--- config.mk ---
export PLATFORM = sky130hd
export DESIGN_NAME = fetch_stage
export DESIGN_NICKNAME = d
export VERILOG_FILES = /design/src/rtl/fetch_stage.sv
export SDC_FILE = /design/constraint.sdc
export NUM_CORES = 1
export LEC_CHECK = 0
export ABC_AREA = 1
export CAP_MARGIN = 20
export CELL_PAD_IN_SITES_DETAIL_PLACEMENT = 0
export CELL_PAD_IN_SITES_GLOBAL_PLACEMENT = 1
export CORE_ASPECT_RATIO = 1.2
export CORE_UTILIZATION = 25
export CTS_BUF_LIST = sky130_fd_sc_hd__clkbuf_8
export CTS_CLUSTER_SIZE = 14
export DETAILED_ROUTE_END_ITERATION = 12
export DONT_BUFFER_PORTS = 1
export HOLD_SLACK_MARGIN = 0.15
export PLACE_DENSITY = 0.48
export SLEW_MARGIN = 20
export SYNTH_ARGS = -nofsm -noshare
export SYNTH_HDL_FRONTEND = slang
export SYNTH_SLANG_ARGS = --single-unit
--- constraint.sdc ---
create_clock -name Clk -period 3.5 [get_ports Clk]
set_input_delay 0.35 -clock Clk [delete_from_list [all_inputs] [get_ports Clk]]
set_output_delay 0.35 -clock Clk [all_outputs]
set_load 0.005 [all_outputs]
--- src/rtl/fetch_stage.sv ---
// -----------------------------------------------------------------------------
// fetch_stage
//
// Instruction fetch stage plus the IF/ID pipeline latch of the MIPS datapath.
// It owns the PC, drives the instruction-memory address combinationally from
// the PC, and registers the returned word together with PC+4 for decode.
//
// A two-state controller (BOOT/RUN) spends exactly one edge in BOOT after
// reset. No fetch happens on that edge, so the first real fetch of RESET_PC
// lands on the second edge.
//
// Ports
//   Clk         in   1  clock; all state updates on the rising edge
//   Rst         in   1  asynchronous active-high reset
//   Stall       in   1  hold PC and IF/ID (load-use hazard)
//   Redirect    in   1  taken branch / j / jal / jr resolved this cycle
//   RedirectPC  in  32  redirect target (low two bits ignored)
//   IMemAddr    out 32  instruction memory read address (= PC)
//   IMemData    in  32  instruction word at IMemAddr (combinational read)
//   Instruction out 32  IF/ID instruction register
//   PCPlus4     out 32  IF/ID: address of fetched instruction + 4
//   Valid       out  1  IF/ID holds a real instruction (0 = bubble)
//   FetchCount  out 32  number of instructions accepted into IF/ID
// -----------------------------------------------------------------------------
module fetch_stage #(
  parameter logic [31:0] RESET_PC = 32'h0000_0000,
  parameter logic [31:0] NOP_WORD = 32'h0000_0000
) (
  input  logic        Clk,
  input  logic        Rst,
  input  logic        Stall,
  input  logic        Redirect,
  input  logic [31:0] RedirectPC,
  output logic [31:0] IMemAddr,
  input  logic [31:0] IMemData,
  output logic [31:0] Instruction,
  output logic [31:0] PCPlus4,
  output logic        Valid,
  output logic [31:0] FetchCount
);

  typedef enum logic {
    BOOT = 1'b0,
    RUN  = 1'b1
  } state_t;

  state_t      state_q, state_d;
  logic [31:0] pc_q,    pc_d;
  logic [31:0] instr_q, instr_d;
  logic [31:0] pcp4_q,  pcp4_d;
  logic        valid_q, valid_d;
  logic [31:0] cnt_q,   cnt_d;

  // Sequential successor of the current PC. The addition is 32-bit modulo,
  // so 32'hFFFF_FFFC wraps to zero without any extra handling.
  logic [31:0] pc_inc;
  assign pc_inc = pc_q + 32'd4;

  // ---------------------------------------------------------------------------
  // State register
  // ---------------------------------------------------------------------------
  always_ff @(posedge Clk or posedge Rst) begin
    if (Rst) begin
      state_q <= BOOT;
      pc_q    <= RESET_PC;
      instr_q <= NOP_WORD;
      pcp4_q  <= 32'd0;
      valid_q <= 1'b0;
      cnt_q   <= 32'd0;
    end else begin
      state_q <= state_d;
      pc_q    <= pc_d;
      instr_q <= instr_d;
      pcp4_q  <= pcp4_d;
      valid_q <= valid_d;
      cnt_q   <= cnt_d;
    end
  end

  // ---------------------------------------------------------------------------
  // Next-state logic. Every register defaults to holding its value. That
  // default already covers BOOT (Stall and Redirect are ignored there) and
  // the stall case in RUN.
  // ---------------------------------------------------------------------------
  always_comb begin
    state_d = state_q;
    pc_d    = pc_q;
    instr_d = instr_q;
    pcp4_d  = pcp4_q;
    valid_d = valid_q;
    cnt_d   = cnt_q;

    unique case (state_q)
      BOOT: begin
        state_d = RUN;
      end

      RUN: begin
        if (Redirect) begin
          // The word currently on IMemData belongs to the wrong path and is
          // dropped. A bubble goes into IF/ID instead. PCPlus4 is left alone
          // because decode ignores it while Valid is low.
          pc_d    = {RedirectPC[31:2], 2'b00};
          instr_d = NOP_WORD;
          valid_d = 1'b0;
        end else if (!Stall) begin
          instr_d = IMemData;
          pcp4_d  = pc_inc;
          valid_d = 1'b1;
          pc_d    = pc_inc;
          cnt_d   = cnt_q + 32'd1;
        end
      end

      default: begin
        state_d = BOOT;
      end
    endcase
  end

  // ---------------------------------------------------------------------------
  // Outputs
  // ---------------------------------------------------------------------------
  assign IMemAddr    = pc_q;
  assign Instruction = instr_q;
  assign PCPlus4     = pcp4_q;
  assign Valid       = valid_q;
  assign FetchCount  = cnt_q;

endmodule

==> impl_metrics.csv <==
group,metric,value,unit
status,status,"finished, final reports clean",
detailed_routing,vias,5516,
power_and_ir_drop,power_density,511,nW/µm²
synthesis,synth_area_leaders,"dfrtp_1 (49%), nand2_1 (18%), nor2_1 (6.0%), a22o_1 (4.4%), inv_1 (3.6%)",
layout,final_area,7840,µm²
layout,syn_to_final_growth,22.8,%
floorplan,fp.dieW,148,µm
synthesis,synth_top_family_by_area,"simple AND/OR/NAND/NOR gates",
timing,setup_viol,0,
critical_path,cp-end-kind,"flip-flop",
hold_path,hold_path.class,"input pin to flip-flop",
placement,numPortBuffers,0,
synthesis,synth_edf_count,0,
synthesis,synth_cell_types,30,
global_route,grt_pass1_wl,32000,µm
timing,fmax,451,MHz
floorplan,rows,63,
layout,fin_cells,1224,
placement,place_area,6740,µm²
synthesis,yosysTopAreaCellShare,49.4,%
synthesis,synth_area_per_cell,7.78,µm²
global_route,antenna_found_initial,0,
synthesis,ys_seq_area_share,49.4,%
timing,period_share,63.4,%
timing,hold_viol_final,0,
placement,place_ws,1.57,ns
critical_path,crit_chain,"dlygate4sd3_1 > nor2_4 > buf_4 > nor2_1 > a31oi_1",
timing,hold_ws,0.202,ns
power_and_ir_drop,p_leak,3.71,nW
cts,clk_pin_slew,0.08,ns
layout,diodes,0,
detailed_routing,vias_per_cell,4.51,
critical_path,cp_slowest_stage_delay,0.86,ns
layout,layout-drive-gt1-share,6.79,%
critical_path,startpoint_type,"input pin",
critical_path,critPathArrivalTime,2.60,ns
cts,cts.sinks,126,
timing,fin_skew,0.0113,ns
synthesis,synth_mux_area_share,0,%
cts,cts_resized,0,
synthesis,synth_fa_ha_area_share,0.392,%
cts,cts_root_buf,"clkbuf_8",
floorplan,io_pins,197,
critical_path,worstPathRequired,3.88,ns
critical_path,critPathMaxFanout,50,
critical_path,critPathKind,"input pin to flip-flop",
global_route,grt_usage,16.1,%
synthesis,syn_area,6390,µm²
global_route,grt_pass1_vias,5646,
synthesis,synth_xor_area_share,3.70,%
layout,fin_util,31.5,%
timing,rsz0062_at_grt,"false",
timing,maxSlewHeadroom,41.5,%
cts,cts_tree,"built",
detailed_routing,wl_per_cell,16.7,µm
synthesis,yosysWarnings,0,
layout,nets,956,
cts,htree_levels,4,
detailed_routing,drtIter0Drc,212,
power_and_ir_drop,totalPowerFinal,4.01,mW
placement,hpwl,14600,µm
timing,slew_violations,0,
synthesis,ys_seq_elements,126,
timing,fin_crit,2.22,ns
floorplan,chipHeight,177,µm
synthesis,synth_most_common_cell,"nand2_1",
run,maxCapViolations,0,
timing,finalSetupTns,0,ns
detailed_routing,dr.pass1.iters,5,
cts,numCtsBuffers,17,
timing,setup_slack,1.28,ns
synthesis,synthSimpleGateAreaFrac,31.3,%
detailed_routing,routed_wl,20500,µm
placement,gp_congestion,0.828,
critical_path,cp_slowest_cell,"dlygate4sd3_1",
synthesis,synth_common_cells,"nand2_1 (307), dfrtp_1 (126), nor2_1 (102)",
synthesis,synth_compound_area_share,9.11,%
cts,postCtsSetupBuffers,0,
synthesis,async_flop_share,100,%
cts,ctsHoldBuffers,64,
global_route,grt_overflow,0,
cts,cts_max_path_buffers,2,
floorplan,dieArea,26200,µm²
floorplan,initial_core_util,25.6,%
floorplan,core_region_area,24900,µm²
synthesis,syn_inst,821,
synthesis,synthFlopType,"dfrtp_1",
global_route,grt_start_max_net_pins,51,
detailed_routing,drc_errors,0,
power_and_ir_drop,vdd_drop_max,0.222,mV
detailed_routing,ant_nets,0,
cts,clkLatencyLatePin,0.46,ns
placement,dp_cells,1128,
synthesis,post-synth-top-area-cell,"dfrtp_1",
timing,worstMarginPinSlew,0.875,ns
-- area by class of cell --
class	count	area [µm²]
tap	325	407
timing repair buffer	73	721
inverter	63	240
multi-input combinational	605	2860
clock buffer	18	248
clock inverter	14	214
fill	2728	17100
sequential	126	3150
-- worst max-delay path: cells and delay by family --
| family | cells | cell delay, ns |
|---|---|---|
| buf+inv | 2 | 1.45 |
| simple gates | 2 | 0.62 |
| compound gates | 1 | 0.15 |
-- power breakdown --
group	switching, mW	leakage (nW)	internal, mW
Sequential	0.266	1.60	1.65
Clock	0.654	0.225	0.868
Combinational	0.336	1.89	0.234
-- final timing paths --
path | start | endpoint | slack, ns | depth (start not counted)
worst min-delay path | Redirect | FetchCount[3] | 0.20 | 4
max in group asynchronous | Rst | PCPlus4[23] | 2.15 | 3
worst max-delay path | Redirect | PCPlus4[20] | 1.28 | 5
worst min register to register | Valid | Valid | 0.51 | 2
worst max register to register | state_q | PCPlus4[20] | 1.66 | 5
min in group asynchronous | Rst | FetchCount[8] | 0.42 | 2
-- sequential cells by signal, summed over array words and instances (netlist names) --
signal       count
PCPlus4         30
FetchCount      32
state_q          1
Instruction     32
IMemAddr        30
Valid            1
-- routing by layer --
metal,vias to the layer above,part of all wire [%],GRT usage [%]
li1,2729,-,-
met1,2631,40,17.9
met2,138,52,28.8
met3,18,6.1,4.97
met4,0,1.8,5.93
met5,-,0,0
-- kinds of logic after synthesis --
group / after synthesis
xor gates and xnor gates: 27
adders and majority gates: 2
AOI/OAI and AO/OA: 87
other: 2
buffers and inverters: 93
DFF: 126
and+or+nand+nor: 484
-- placed cells by master (no fill, tap or decap), types with 13 or more instances in the layout --
cell / count
nand2_1: 307
dfrtp_1: 126
nor2_1: 102
dlygate4sd3_1: 64
inv_1: 60
nand3_1: 42
a22o_1: 32
a21oi_1: 24
o21ai_0: 20
clkbuf_8: 18
xnor2_1: 14
xor2_1: 13
(Power assumes the default switching activity.)
